File: src/rtl/instr_sequencer_pkg.sv
// Shared constants and the sequencer state encoding for the instruction
// fetch/decode/execute control path.
package instr_sequencer_pkg;

    localparam int INSTR_W  = 16;
    localparam int OPTYPE_W = 3;
    localparam int PC_W     = 8;
    localparam int CNT_W    = 16;

    typedef enum logic [2:0] {
        e_SEQ_IDLE   = 3'd0,
        e_SEQ_FETCH  = 3'd1,
        e_SEQ_DECODE = 3'd2,
        e_SEQ_EXEC   = 3'd3,
        e_SEQ_PRINT  = 3'd4
    } seq_state_e;

endpackage

File: src/rtl/instr_sequencer_pc_unit.sv
// Program counter with increment/jump selection and a held next-pc that lets
// a print instruction defer its pc update until the print handshake.
module instr_sequencer_pc_unit #(
    parameter int PC_W = instr_sequencer_pkg::PC_W
) (
    input  logic            clk,
    input  logic            reset,
    input  logic            capture,
    input  logic            load_now,
    input  logic            load_saved,
    input  logic            jump_taken,
    input  logic [PC_W-1:0] jump_target,
    output logic [PC_W-1:0] pc
);

    logic [PC_W-1:0] pc_q, pc_d;
    logic [PC_W-1:0] npc_q, npc_d;
    logic [PC_W-1:0] next_pc;

    // Increment wraps naturally at PC_W bits (0xFF + 1 -> 0x00 for PC_W = 8).
    assign next_pc = jump_taken ? jump_target : pc_q + PC_W'(1);

    always_comb begin
        pc_d  = pc_q;
        npc_d = npc_q;
        if (capture) begin
            npc_d = next_pc;
        end
        if (load_now) begin
            pc_d = next_pc;
        end else if (load_saved) begin
            pc_d = npc_q;
        end
    end

    always_ff @(posedge clk or posedge reset) begin
        if (reset) begin
            pc_q  <= '0;
            npc_q <= '0;
        end else begin
            pc_q  <= pc_d;
            npc_q <= npc_d;
        end
    end

    assign pc = pc_q;

endmodule

File: src/rtl/instr_sequencer.sv
// Multi-cycle instruction sequencer: fetches one instruction, holds it for the
// decoder, and turns decoder levels into register-write and print strobes.
module instr_sequencer
    import instr_sequencer_pkg::*;
#(
    parameter int INSTR_W  = instr_sequencer_pkg::INSTR_W,
    parameter int PC_W     = instr_sequencer_pkg::PC_W,
    parameter int CNT_W    = instr_sequencer_pkg::CNT_W,
    parameter int OPTYPE_W = instr_sequencer_pkg::OPTYPE_W
) (
    input  logic               clk,
    input  logic               reset,
    input  logic               run,
    output logic               imem_req,
    output logic [PC_W-1:0]    imem_addr,
    input  logic               imem_valid,
    input  logic [INSTR_W-1:0] imem_data,
    output logic [INSTR_W-1:0] instr_q,
    input  logic               dec_reg_write,
    input  logic               dec_print,
    input  logic               jump_taken,
    input  logic [PC_W-1:0]    jump_target,
    output logic               rf_we,
    output logic               print_valid,
    input  logic               print_ready,
    output logic               busy,
    output logic [PC_W-1:0]    pc,
    output logic [CNT_W-1:0]   retired
);

    seq_state_e                     state_q, state_d;
    logic [OPTYPE_W-1:0]            optype_q, optype_d;
    logic [INSTR_W-OPTYPE_W-1:0]    body_q, body_d;
    logic [CNT_W-1:0]               retired_q, retired_d;
    logic                           imem_req_q, rf_we_q, print_valid_q, busy_q;
    logic                           pc_capture, pc_load_now, pc_load_saved;

    always_comb begin
        state_d       = state_q;
        optype_d      = optype_q;
        body_d        = body_q;
        retired_d     = retired_q;
        pc_capture    = 1'b0;
        pc_load_now   = 1'b0;
        pc_load_saved = 1'b0;
        case (state_q)
            e_SEQ_IDLE: begin
                if (run) begin
                    state_d = e_SEQ_FETCH;
                end
            end
            e_SEQ_FETCH: begin
                if (imem_valid) begin
                    {body_d, optype_d} = imem_data;
                    state_d            = e_SEQ_DECODE;
                end
            end
            e_SEQ_DECODE: begin
                state_d = e_SEQ_EXEC;
            end
            e_SEQ_EXEC: begin
                // The redirect decision is frozen here even when the pc update waits for PRINT.
                pc_capture = 1'b1;
                if (dec_print) begin
                    state_d = e_SEQ_PRINT;
                end else begin
                    pc_load_now = 1'b1;
                    retired_d   = retired_q + CNT_W'(1);
                    state_d     = run ? e_SEQ_FETCH : e_SEQ_IDLE;
                end
            end
            e_SEQ_PRINT: begin
                if (print_ready) begin
                    pc_load_saved = 1'b1;
                    retired_d     = retired_q + CNT_W'(1);
                    state_d       = run ? e_SEQ_FETCH : e_SEQ_IDLE;
                end
            end
            default: begin
                state_d = e_SEQ_IDLE;
            end
        endcase
    end

    // Strobes are registered from the next state so they line up with state_q.
    always_ff @(posedge clk or posedge reset) begin
        if (reset) begin
            state_q       <= e_SEQ_IDLE;
            optype_q      <= '0;
            body_q        <= '0;
            retired_q     <= '0;
            imem_req_q    <= 1'b0;
            rf_we_q       <= 1'b0;
            print_valid_q <= 1'b0;
            busy_q        <= 1'b0;
        end else begin
            state_q       <= state_d;
            optype_q      <= optype_d;
            body_q        <= body_d;
            retired_q     <= retired_d;
            imem_req_q    <= (state_d == e_SEQ_FETCH);
            rf_we_q       <= (state_d == e_SEQ_EXEC) && dec_reg_write;
            print_valid_q <= (state_d == e_SEQ_PRINT);
            busy_q        <= (state_d != e_SEQ_IDLE);
        end
    end

    instr_sequencer_pc_unit #(
        .PC_W(PC_W)
    ) u_pc_unit (
        .clk        (clk),
        .reset      (reset),
        .capture    (pc_capture),
        .load_now   (pc_load_now),
        .load_saved (pc_load_saved),
        .jump_taken (jump_taken),
        .jump_target(jump_target),
        .pc         (pc)
    );

    assign imem_req    = imem_req_q;
    assign imem_addr   = pc;
    assign instr_q     = {body_q, optype_q};
    assign rf_we       = rf_we_q;
    assign print_valid = print_valid_q;
    assign busy        = busy_q;
    assign retired     = retired_q;

endmodule

File: config.mk
export PLATFORM = sky130hd
export DESIGN_NAME = instr_sequencer
export DESIGN_NICKNAME = d
export VERILOG_FILES = /design/src/rtl/instr_sequencer_pkg.sv /design/src/rtl/instr_sequencer_pc_unit.sv /design/src/rtl/instr_sequencer.sv
export SDC_FILE = /design/constraint.sdc
export NUM_CORES = 1
export LEC_CHECK = 0
export ABC_AREA = 0
export CAP_MARGIN = 20
export CORE_AREA = 2 2 97 99
export CTS_BUF_LIST = sky130_fd_sc_hd__clkbuf_16
export DETAILED_ROUTE_END_ITERATION = 10
export DIE_AREA = 0 0 99 101
export DONT_BUFFER_PORTS = 1
export PLACE_DENSITY = 0.46
export SETUP_SLACK_MARGIN = 0.05
export SLEW_MARGIN = 20
export SYNTH_ARGS = -nofsm -noshare
export SYNTH_HDL_FRONTEND = slang
export SYNTH_SLANG_ARGS = --single-unit
File: constraint.sdc
create_clock -name clk -period 2.5 [get_ports clk]
set_clock_uncertainty 0.2 [all_clocks]
set_input_delay 0.25 -clock clk [delete_from_list [all_inputs] [get_ports clk]]
set_output_delay 0.25 -clock clk [all_outputs]
set_load 0.01 [all_outputs]
==> impl_metrics.tcl <==
set metrics [dict create \
    syn-num-nets 263 \
    fmax_mhz 481 \
    crit_family "simple AND/OR/NAND/NOR gates" \
    muxShareOfSynthArea_pct 7.76 \
    r2r_slack_ns 0.42 \
    synthAdderAreaFrac_pct 0.964 \
    avgRoutedWirePerCell_um 16.6 \
    hold_end "u_pc_unit.npc_q[5]" \
    start_kind "flop" \
    cts.htree.levels 2 \
    syn_to_final_growth_pct 18.1 \
    dr.pass1.iters 4 \
    cts_max_path_buffers 2 \
    synth_top_family_by_area "simple AND/OR/NAND/NOR gates" \
    root_buffer "clkbuf_16" \
    power_density_nw_per_um2 1070 \
    hold_depth 2 \
    place.gp.congestion 0.704 \
    rsz0062_at_grt "no" \
    preCtsSetupSlack_ns 0.439 \
    path_buf_inv 0 \
    setup_viol 0 \
    grt_pass1_wl_um 9850 \
    avgSynthCellArea_um2 11.3 \
    relSlewSlack_pct 67.6 \
    drtIter0Drc 37 \
    grt_pass1_vias 1822 \
    hold_start "jump_target[5]" \
    finalCritPeriodShare_pct 83.1 \
    die_width_um 99 \
    cts.clk_slew.worst_paths_ns 0.08 \
    ys_types 40 \
    grt_util_all_layers_pct 12.5 \
    cp_slowest_cell "and4bb_2" \
    die_h_um 101 \
    drive_above_1_share_pct 16.0 \
    ios 84 \
    p_leak_uw 0.00133 \
    clk_latency_ns 0.29 \
    routed_wl_um 5980 \
    dieArea_um2 10000 \
    mappedNetlistArea_um2 2590 \
    core_um2 8980 \
    synth_compound_area_share_pct 11.6 \
    grt_max_degree 56 \
    worstMarginPinSlew_ns 0.484 \
    synth-simple-area-share_pct 14.9 \
    tns_ns 0 \
    cp_slowest_stage_delay_ns 0.57 \
    mostFrequentLayoutCell "dfrtp_1" \
    route.detailed.drc 0 \
    crit_chain "and4bb_2 -> o211ai_1 -> nor3_1 -> xor2_1" \
    layout_setup_ws_ns 0.422 \
    worstPathArrival_ns 2.09 \
    cts_inserted_buffers 5 \
    cts_setup_buffers 0 \
    dp_hpwl_um 3930 \
    status "finished, violations left" \
    rows 35 \
    violations "negative hold slack" \
    cp_data_required_time_ns 2.51 \
    layout_common_cells "dfrtp_1 (55), dlygate4sd3_1 (24), mux2_2 (17), nand2_1 (15), nor2_1 (12)" \
    syn_inst 229 \
    dp.cells 329 \
    finalHoldViolations 1 \
    num_vias 1785 \
    cp-end-kind "flop" \
    synth_top_area_cell "dfrtp_1" \
    grt-ovfl-total 0 \
    synthTopCellsByArea "dfrtp_1 (53%), mux2_2 (7.4%), xor2_1 (3.7%), buf_4 (3.2%), o31ai_1 (2.9%)" \
    cap_viol_max_count 0 \
    portBuffers 0 \
    layout.cells.non_filler 361 \
    drv_slew 0 \
    cp_max_fo 12 \
    path_class "reg2reg" \
    yosys.area.top_type_share_pct 53.0 \
    holdCritPathClass "in2reg" \
    antenna_found_initial 0 \
    ant_nets 0 \
    yosys_warnings 0 \
    cts_sinks 55 \
    vias_per_cell 4.94 \
    vdd_ir_drop_max_mv 0.435 \
    synthXorXnorAreaFrac_pct 6.08 \
    diodes 0 \
    synth-seq-cells 55 \
    ys_seq_area_share_pct 53.0 \
    min_period_ns 2.08 \
    cts_tree "built" \
    r2r-start "state_q[1]" \
    timing.rr.end "retired[14]" \
    rr_worst_depth 4 \
    nets 283 \
    start_util_pct 28.9 \
    hold_slack_ns -0.00134 \
]
cell type report:
cell class                 count  area, µm²
fill                         886       5910
inverter                       8       30.0
tap                          111        139
clock buffer                   5        125
sequential                    55       1380
timing repair buffer          31        305
clock inverter                 3       18.8
multi-input combinational    148       1070
synthesized netlist by cell type:
cell / number
o2111ai_4: 1
nand3_1: 10
o21ai_0: 8
nand2_1: 15
nor3_1: 9
xor2_1: 11
buf_4: 11
mux2_2: 17
nand2b_1: 2
or3b_2: 1
nor2_1: 12
a21o_1: 2
o21a_1: 1
nor3b_1: 1
and4bb_2: 1
nor4_2: 1
buf_1: 1
and4_1: 3
a31o_2: 1
buf_6: 1
and4bb_4: 1
xnor2_1: 7
nand4_1: 1
nor2b_1: 5
dfrtp_1: 55
o211ai_1: 2
ha_1: 2
inv_1: 8
a21oi_1: 6
o31ai_1: 10
o32ai_1: 2
mux2i_1: 1
nand3b_1: 4
and3_1: 1
and4_2: 1
nand4b_1: 1
a22oi_1: 6
buf_2: 2
clkbuf_1: 3
a221o_1: 2
how the worst max path moves through the flow:
stage,end,cells past startpoint,slack [ns],from
2_1_floorplan,body_q[0],1,0.71,reset
3_3_place_gp,retired[15],4,0.50,state_q[1]
3_5_place_dp,retired[14],4,0.44,state_q[1]
4_1_cts,retired[14],4,0.41,state_q[1]
5_1_grt,retired[10],4,0.25,state_q[1]
6_report,retired[14],4,0.42,state_q[1]
stage by stage:
step	utilization [%]	hold WS (ns)	instance area [µm²]	total power, µW
CTS	34.0	0.00156	3050	3330
finish	34.1	-0.00134	3060	3290
detailed placement	29.9	0.0164	2680	2590
floorplan	-	0.196	2590	2420
global placement	29.9	0.0156	2680	2580
global route	34.1	0.00443	3060	3540
metal layers:
metal | GRT usage (%) | part of all wire (%)
met5 | 0 | 0
met3 | 4.09 | 7.8
met2 | 19.8 | 46
met4 | 2.85 | 0.64
met1 | 16.7 | 46
flip-flops by register name, indices dropped and copies added, names as in the netlist:
name             count
retired             16
body_q              13
u_pc_unit.npc_q      8
u_pc_unit.pc         8
optype_q             3
state_q              3
busy                 1
imem_req             1
print_valid          1
rf_we                1
timing repair:
action                                  4_1_cts  5_1_grt
hold endpoints to repair                     77        1
hold buffers                                 23        1
resized for setup                             0        0
endpoints found under the setup margin        0        0
power by group:
part / total [µW] / switching (µW) / internal (µW) / leakage [µW]
Combinational: 919 / 444 / 475 / 0.000571
Sequential: 1680 / 458 / 1220 / 0.000687
Clock: 692 / 319 / 372 / 0.0000740
Total: 3290 / 1220 / 2070 / 0.00133
worst register-to-register path: cells and delay by family, from the launching register on:
| family | cells | cell delay, ns |
|---|---|---|
| AND/OR/NAND/NOR | 2 | 0.86 |
| XOR/XNOR | 1 | 0.16 |
| flip-flops | 1 | 0.50 |
| AO/OA/AOI/OAI | 1 | 0.29 |
cells by family (layout without fill, tap and decap cells):
family          after synthesis  in the layout
compound gates               41             41
xor+xnor                     18             18
fa+ha+maj                     2              2
buf+inv                      26             47
flops                        55             55
mux                          18             18
simple gates                 69             69
Note: power is estimated with default switching activity, not from simulation.
